$ cat src/rtl/routine_sequencer.sv
// routine_sequencer: drives the step clock and run/hold line for the light
// routines, picks one routine's 46-bit bus via a debounced key or an
// auto-advance timer, and registers it onto the board LEDs and 7-segment pins.
// Every switch blanks the board and holds the routines in reset for a few steps.
module routine_sequencer #(
  parameter int TICK_DIV        = 12500000,
  parameter int DEBOUNCE_CYCLES = 500000,
  parameter int AUTO_STEPS      = 64,
  parameter int BLANK_STEPS     = 2
) (
  input  logic        Clock,
  input  logic        Reset,
  input  logic        NextKey,
  input  logic        AutoEn,
  input  logic [45:0] Bus0,
  input  logic [45:0] Bus1,
  input  logic [45:0] Bus2,
  input  logic [45:0] Bus3,
  output logic        StepClock,
  output logic        RoutineRun,
  output logic [9:0]  LedRed,
  output logic [7:0]  LedGrn,
  output logic [27:0] Hex,
  output logic [1:0]  Selected
);

  localparam int DIV_W  = (TICK_DIV > 2) ? $clog2(TICK_DIV) : 1;
  localparam int DEB_W  = (DEBOUNCE_CYCLES > 1) ? $clog2(DEBOUNCE_CYCLES) : 1;
  localparam int STEP_W = (AUTO_STEPS > 1) ? $clog2(AUTO_STEPS) : 1;
  localparam int BLK_W  = (BLANK_STEPS > 1) ? $clog2(BLANK_STEPS) : 1;

  // LEDs dark, 7-segment segments all off (active-low).
  localparam logic [45:0] BLANK_BUS = {18'd0, {28{1'b1}}};

  typedef enum logic {
    S_BLANK = 1'b0,
    S_RUN   = 1'b1
  } state_t;

  // Synchronizers
  logic key_s1_q, key_s1_d, key_s2_q, key_s2_d;
  logic auto_s1_q, auto_s1_d, auto_s2_q, auto_s2_d;

  // Debounce
  logic [DEB_W-1:0] deb_cnt_q, deb_cnt_d;
  logic             key_lvl_q, key_lvl_d;
  logic             press;

  // Divider
  logic [DIV_W-1:0] div_cnt_q, div_cnt_d;
  logic             step_clk_q, step_clk_d;
  logic             tick_q, tick_d;

  // Sequencer
  state_t            state_q, state_d;
  logic [1:0]        sel_q, sel_d;
  logic [BLK_W-1:0]  blank_cnt_q, blank_cnt_d;
  logic [STEP_W-1:0] step_cnt_q, step_cnt_d;
  logic [45:0]       out_q, out_d;
  logic [45:0]       bus_sel;
  logic              advance;

  // Next-state for the two-flop synchronizers on the raw key and switch.
  always_comb begin
    key_s1_d  = NextKey;
    key_s2_d  = key_s1_q;
    auto_s1_d = AutoEn;
    auto_s2_d = auto_s1_q;
  end

  // Debounce: accept a new key level only after it has been stable long enough;
  // a press is the accepted high-to-low transition.
  always_comb begin
    deb_cnt_d = '0;
    key_lvl_d = key_lvl_q;
    press     = 1'b0;
    if (key_s2_q != key_lvl_q) begin
      if (deb_cnt_q == DEB_W'(DEBOUNCE_CYCLES - 1)) begin
        key_lvl_d = key_s2_q;
        press     = ~key_s2_q;
      end else begin
        deb_cnt_d = deb_cnt_q + DEB_W'(1);
      end
    end
  end

  // Divider: StepClock is high for the first half of each period, and the tick
  // is registered so it lands on the same cycle as the StepClock rise.
  always_comb begin
    if (div_cnt_q == DIV_W'(TICK_DIV - 1)) begin
      div_cnt_d = '0;
    end else begin
      div_cnt_d = div_cnt_q + DIV_W'(1);
    end
    step_clk_d = (div_cnt_d < DIV_W'(TICK_DIV / 2));
    tick_d     = (div_cnt_q == DIV_W'(TICK_DIV - 1));
  end

  // Routine bus selected for display.
  always_comb begin
    case (sel_q)
      2'd0:    bus_sel = Bus0;
      2'd1:    bus_sel = Bus1;
      2'd2:    bus_sel = Bus2;
      default: bus_sel = Bus3;
    endcase
  end

  // Sequencer next-state: BLANK waits a fixed number of ticks, RUN shows the
  // selected bus until a press or the auto timer advances to the next routine.
  always_comb begin
    state_d     = state_q;
    sel_d       = sel_q;
    blank_cnt_d = blank_cnt_q;
    step_cnt_d  = step_cnt_q;
    out_d       = BLANK_BUS;
    advance     = 1'b0;
    case (state_q)
      S_BLANK: begin
        if (tick_q) begin
          if (blank_cnt_q == BLK_W'(BLANK_STEPS - 1)) begin
            blank_cnt_d = '0;
            state_d     = S_RUN;
          end else begin
            blank_cnt_d = blank_cnt_q + BLK_W'(1);
          end
        end
      end
      S_RUN: begin
        advance = press |
                  (auto_s2_q & tick_q & (step_cnt_q == STEP_W'(AUTO_STEPS - 1)));
        if (advance) begin
          sel_d      = sel_q + 2'd1;
          step_cnt_d = '0;
          state_d    = S_BLANK;
        end else begin
          out_d = bus_sel;
          // With auto-advance off the step count freezes where it is.
          if (tick_q && auto_s2_q) begin
            step_cnt_d = step_cnt_q + STEP_W'(1);
          end
        end
      end
      default: state_d = S_BLANK;
    endcase
  end

  // All state registers, cleared asynchronously.
  always_ff @(posedge Clock or posedge Reset) begin
    if (Reset) begin
      key_s1_q    <= 1'b1;
      key_s2_q    <= 1'b1;
      auto_s1_q   <= 1'b0;
      auto_s2_q   <= 1'b0;
      deb_cnt_q   <= '0;
      key_lvl_q   <= 1'b1;
      div_cnt_q   <= '0;
      step_clk_q  <= 1'b0;
      tick_q      <= 1'b0;
      state_q     <= S_BLANK;
      sel_q       <= 2'd0;
      blank_cnt_q <= '0;
      step_cnt_q  <= '0;
      out_q       <= BLANK_BUS;
    end else begin
      key_s1_q    <= key_s1_d;
      key_s2_q    <= key_s2_d;
      auto_s1_q   <= auto_s1_d;
      auto_s2_q   <= auto_s2_d;
      deb_cnt_q   <= deb_cnt_d;
      key_lvl_q   <= key_lvl_d;
      div_cnt_q   <= div_cnt_d;
      step_clk_q  <= step_clk_d;
      tick_q      <= tick_d;
      state_q     <= state_d;
      sel_q       <= sel_d;
      blank_cnt_q <= blank_cnt_d;
      step_cnt_q  <= step_cnt_d;
      out_q       <= out_d;
    end
  end

  assign StepClock             = step_clk_q;
  assign RoutineRun            = (state_q == S_RUN);
  assign Selected              = sel_q;
  assign {LedRed, LedGrn, Hex} = out_q;

endmodule

$ cat config.mk
export PLATFORM = sky130hd
export DESIGN_NAME = routine_sequencer
export DESIGN_NICKNAME = d
export VERILOG_FILES = /design/src/rtl/routine_sequencer.sv
export SDC_FILE = /design/constraint.sdc
export NUM_CORES = 1
export LEC_CHECK = 0
export BUFFER_PORTS_ARGS = -buffer_cell sky130_fd_sc_hd__buf_2
export CAP_MARGIN = 20
export CELL_PAD_IN_SITES_DETAIL_PLACEMENT = 0
export CELL_PAD_IN_SITES_GLOBAL_PLACEMENT = 1
export CORE_ASPECT_RATIO = 1.1
export CORE_MARGIN = 8
export CORE_UTILIZATION = 35
export CTS_CLUSTER_DIAMETER = 150
export DETAILED_ROUTE_END_ITERATION = 12
export PLACE_DENSITY = 0.8
export SLEW_MARGIN = 20
export SYNTH_ARGS = -nofsm -noshare
export SYNTH_HDL_FRONTEND = slang
export SYNTH_SLANG_ARGS = --single-unit
$ cat constraint.sdc
create_clock -name Clock -period 3.69 [get_ports Clock]
set_clock_uncertainty 0.2 [all_clocks]
set_input_delay 0 -clock Clock [delete_from_list [all_inputs] [get_ports Clock]]
set_output_delay 0 -clock Clock [all_outputs]
set_load 0.03 [all_outputs]
Yosys cells after proc, flatten, opt, wreduce, memory -nomap -nowiden
Cells that the tools add are included.
- word-level logic and storage cells: 53
- bits in registers: 106
- bits of input ports: 188
- output and inout port bits: 50
- muxes and demuxes: 15
- $lt $le $gt $ge: 1
- add/subtract/negate cells: 5
- eq/ne operators: 6
- reductions and logical operators: 7
- bitwise gates (word level): 5
- operators with widths (cell ; count):
    case mux 46 bit (3 select lines) ; 1
    2-to-1 mux 46 bit ; 2
    2-to-1 mux 19 bit ; 2
    adder 24 x 1 -> 24 bit (second input constant) ; 1
    equality test 24 bit (second input constant) ; 1
    < comparator 24 x 23 -> 1 bit (second input constant) ; 1
    2-to-1 mux 24 bit ; 1
    adder 19 x 1 -> 19 bit (second input constant) ; 1
    equality test 19 bit (second input constant) ; 1
    2-to-1 mux 6 bit ; 2
    AND reduction 2 bit ; 4
    adder 6 x 1 -> 6 bit (second input constant) ; 1
    equality test 6 bit (second input constant) ; 1
    2-to-1 mux 1 bit ; 6
    adder 2 x 1 -> 2 bit (second input constant) ; 1
    AND 1 bit ; 2
    equality test 2 x 1 -> 1 bit (second input constant) ; 1
    equality test 2 bit (second input constant) ; 1
    zero test 2 bit ; 1
    inverter 1 bit ; 2
    case mux 1 bit (2 select lines) ; 1
    nonzero test 2 bit ; 1
    adder 1 bit (second input constant) ; 1
    logical AND 1 bit ; 1
    other kinds (2) ; 2

Logic depth before layout (Yosys ltp)
- word-level depth: 6
- mapped depth: 9
- gate-level depth less buffers: 8

Worst setup path after synthesis
OpenSTA, ideal clock, no wires.
- kind: register to register
- start point: reg div_cnt_q[0]
- end point: reg step_clk_q (netlist: StepClock)
- data arrival time: 1.944 ns
- path buffers: 1
- stages on the path, launching flop included: 9
- data required time: 3.424 ns
- clock period less this slack: 2.210 ns
- library setup time: 0.066 ns
- path slack: 1.480 ns
- path through: dfrtp_1 -> ha_1 -> nand4_2 -> or3_1 -> buf_2 -> nor3_4 -> o221ai_1 -> a31oi_1 -> o32a_1
- cells in the longest elaborated chain, start to end: 3
- elaborated cells between the ends (all ways): 4
- classes of those cells: add/sub (1); order compare (1); eq/ne (1); mux (1)
- ends and longest elaborated chain (what ; RTL line ; text):
    start, declared ; 50 ; logic [DIV_W-1:0] div_cnt_q, div_cnt_d;
    start signal, assigned ; 172 ; div_cnt_q <= div_cnt_d;
    adder 24 x 1 -> 24 bit / equality test 24 bit (equally long branches) ; 93, 90 ;
    2-to-1 mux 24 bit * ; 90 ; if (div_cnt_q == DIV_W'(TICK_DIV - 1)) begin
    < comparator 24 x 23 -> 1 bit * ; 95 ; step_clk_d = (div_cnt_d < DIV_W'(TICK_DIV / 2));
    via step_clk_d ; 51 ; logic step_clk_q, step_clk_d;
    end signal, assigned ; 173 ; step_clk_q <= step_clk_d;
    end, declared ; 51 ;
Mark *: on every way through the listed nets, which the timed path passes. The rest lies on a longest branch.
A chain may end at the register's enable or synchronous reset.

Worst setup path after layout
- start point: reg sel_q[0] (netlist: Selected[0])
- end point: reg out_q[30]
- cells in the longest elaborated chain, start to end: 4
- elaborated cells between the ends (all ways): 6
- classes of those cells: eq/ne (2); mux (3); reduce/logical (1)
- ends and longest elaborated chain (what ; RTL line ; text):
    start, declared ; 56 ; logic [1:0] sel_q, sel_d;
    start signal, assigned ; 176 ; sel_q <= sel_d;
    equality test 2 bit (tied with other cells) ; 101 ; case (sel_q)
    case mux 46 bit (3 select lines) * ; 101 ;
    2-to-1 mux 46 bit * ; 132 ; if (advance) begin
    2-to-1 mux 46 bit * ; 118 ; case (state_q)
    via out_d[30] ; 59 ; logic [45:0] out_q, out_d;
    end signal, assigned ; 179 ; out_q <= out_d;
    end, declared ; 59 ;
Marked as above.

==> results by group <==
Clock network
  – Clock Path Buffers: 2
  – CTS Buf Count: 9
  – Clock Latency Late Sink: approximately 0.35 ns
  – Max H-tree Level: 3
  – Clock sink count: ~110
  – Clock transition at the registers of the reported paths: approximately 0.080 ns
  – CTS resizes: 0
  – Root Buffer: clkbuf_16
  – CTS tree: done

Place
  – Placement-stage cell area: ~0.007 mm2
  – Post-DP HPWL: 14200 um
  – Final GP Congestion: ~0.85
  – Port Buf Inserts: 237
  – Placed cell count: about 1000

Timing
  – Fmax: approximately 0.37 GHz
  – Pins Over Slew Limit: 0
  – Tmin final: 2.71 ns
  – Setup TNS: 0 ns
  – # setup viols final: 0
  – Unrepaired setup endpoints after global routing: false
  – Endpoints failing hold: 0
  – Final Cycle Share: 0.735
  – Worst-margin pin slew: slightly above 1 ns
  – Worst slew margin: 0.309

Yosys
  – Synth Flop Type: dfrtp_1
  – Post-Synth Simple-Gate Area: 0.220
  – Post-Syn Area per Cell: between 9 and 10 um2
  – Mapped cell area: between 0.005 and 0.006 mm2
  – Synth cell types: 60
  – Ys Warns: 0
  – Most common cell in the netlist: nor2_1
  – Post-Synth XOR/XNOR Area: 0.0739
  – Adder-cell share of the synthesized area: 0.0158
  – Top area cells in the synthesized netlist: dfrtp_1, dfstp_2, a222oi_1
  – Sequential fraction of the synthesis area: 0.485
  – Post-synth ARST share: 1.00
  – Most frequent cells after synthesis: nor2_1, nand2_1, dfrtp_1
  – #FFs+latches synth: approximately 110
  – Largest family of logic cells by synthesized area: simple AND/OR/NAND/NOR gates
  – Post-synthesis mux area share: 0.00383
  – Number of cells produced by synthesis: between 500 and 600
  – EDFF count, synth: 0
  – Top cell type by total area after synthesis: dfrtp_1
  – Compound-Gate Fraction of Synth Area: 0.159
  – Synthesized net count: slightly below 800
  – Synth top area share: 0.338

Pwr
  – VDD IR max: between 0.2 and 0.25 mV
  – Flop pwr share: 0.496
  – Tot Pwr: roughly 2400 uW
  – Internal power: between 1500 and 2000 uW
  – Switching Share: 0.230
  – P_sw: roughly 540 uW
  – PwrDens: a little under 300 mW/mm2
  – Leakage power: 0.00382 uW
  – Combinational share of power: 0.111
  – Power share of the clock group: 0.393

Outcome
  – Status: finished, final reports clean

Cells and area
  – NumNets Final: 1085
  – Final cell count without fillers: 1096
  – Reg area: roughly 0.0027 mm2
  – Finished Cell Area: between 0.008 and 0.009 mm2
  – Area grow syn2layout: 45.9%
  – FILL cells: 1472
  – Multi-input gate area: 0.00263 mm2
  – Finished Core Util: 0.519
  – Share of cells above drive strength 1: 0.350

Global route
  – Global router's overall resource usage: 0.185
  – Remaining global-route overflow: 0
  – First-pass GRT wire length: just under 30000 um
  – Via count of the first global-routing pass: 5617
  – Pin count of the biggest net entering global routing: 67
  – Initial antenna violation count: 1

Routing
  – Routed WL: around 19000 um
  – Pre-antenna DRT Iters: 10
  – Antenna Nets Post-Route: 0
  – Average wire per standard cell: 17.3 um
  – Vias: about 5600
  – Drt via density: 5.15
  – Initial drt markers: about 530
  – Residual DRC: 0

Floorplan
  – Initial core utilization: 0.356
  – Row cnt: 48
  – # IOs: 238
  – Die Ht: 148 um
  – Core Region: ~0.016 mm2
  – Die Area: between 0.02 and 0.025 mm2
  – Die X-Extent: 136 um

Worst hold path
  – Worst Hold Depth: 2
  – Worst Hold Class: in -> reg

Critical path
  – Most used cell, CP: nor2_1
  – Worst-path maximum fanout: 46
  – Arrival time worst endpoint: approximately 2.7 ns
  – Max stage delay on crit path: 0.57 ns
  – Crit. End Element: flop
  – Depth of the most critical reg-to-reg path: 8
  – Crit path launch type: flop
  – Slowest-stage cell, CP: dlygate4sd3_1
  – Kind of critical path: reg -> reg
  – Cell Chain, Critical Path: inv_1 -> ha_1 -> buf_4 -> a222oi_1 -> nor2_1 -> a21oi_1 -> dlygate4sd3_1 -> nor2_1
  – Worst Path Required: between 3 and 4 ns

Job
  – Max Cap Viol: 0
logic make-up after synthesis:
logic type	count (synthesis)
AND/OR/NAND/NOR	245
AO/OA/AOI/OAI	120
flip-flops	106
buffers and inverters	55
XOR/XNOR	46
adder cells (fa/ha/maj)	7
multiplexers	2
power by group through the flow:
stage,clock network [uW],logic (uW),registers (uW)
2_1_floorplan,0,64.1,1190
6_report,931,262,1170
3_5_place_dp,0,183,1190
3_3_place_gp,0,181,1190
5_1_grt,1010,289,1170
4_1_cts,967,263,1170
cell usage in the layout (no fill, tap or decap), types with 7 or more instances in the layout:
master and n:
a21oi_1 23, a222oi_1 46, and3_1 11, buf_2 237
buf_4 8, clkbuf_16 9, dfrtp_1 75, dfstp_2 31
dlygate4sd3_1 95, ha_1 7, inv_1 12, nand2_1 80
nand3_1 15, nand4_1 12, nor2_1 85, o21ai_0 35
xnor2_1 23, xor2_1 22
routing by layer:
metal  vias to the layer above  wire, um  track usage
met3                        22      1540       0.0617
met2                       202      9110        0.304
met1                      2717      8050        0.229
met5                         -         0            0
met4                         0       289       0.0429
li1                       2705         -            -
registers in the layout, indices dropped and copies added, names as in the netlist:
register and flops:
tick_q 1, blank_cnt_q 1, StepClock 1, div_cnt_q 24, auto_s2_q 1, Selected 2
auto_s1_q 1, key_lvl_q 1, RoutineRun 1, key_s1_q 1, out_q 46, key_s2_q 1
step_cnt_q 6, deb_cnt_q 19
timing repair:
item,4_1_cts,5_1_grt
hold buffers,95,0
setup buffers,0,0
setup endpoints to repair,0,0
hold endpoints to repair,96,0
final timing paths:
check	startpoint	slack, ns	end
worst max-delay path	Selected[0]	0.98	out_q[30]
worst min-delay path	NextKey	0.09	key_s1_q
worst max register to register	Selected[0]	0.98	out_q[30]
worst min register to register	key_s1_q	0.16	key_s2_q
max in group asynchronous	Reset	2.27	out_q[19]
min in group asynchronous	Reset	0.16	div_cnt_q[0]
layout make-up:
class | instances | area share
clock buffers | 11 | 0.0299
flip-flops and latches | 106 | 0.332
repair buffers | 340 | 0.271
clock inverters | 5 | 0.00556
diodes | 1 | 0.000309
multi-input cells | 420 | 0.324
well taps | 200 | 0.0309
inverters | 13 | 0.00633
critical path: cells and delay by family (launching register included):
family | cells | cell delay (ns)
buffers and inverters | 3 | 0.95
AOI/OAI and AO/OA | 2 | 0.65
DFF | 1 | 0.41
adders and majority gates | 1 | 0.20
and+or+nand+nor | 2 | 0.13
per-stage QoR:
| stage | hold WS [ns] | setup WS (ns) |
|---|---|---|
| floorplan | -0.196 | 0.752 |
| global placement | -0.0895 | 1.03 |
| detailed placement | -0.0901 | 1.02 |
| CTS | 0.0700 | 0.986 |
| global route | 0.0727 | 0.786 |
| finish | 0.0897 | 0.979 |
Note: power is estimated with default switching activity, not from simulation.
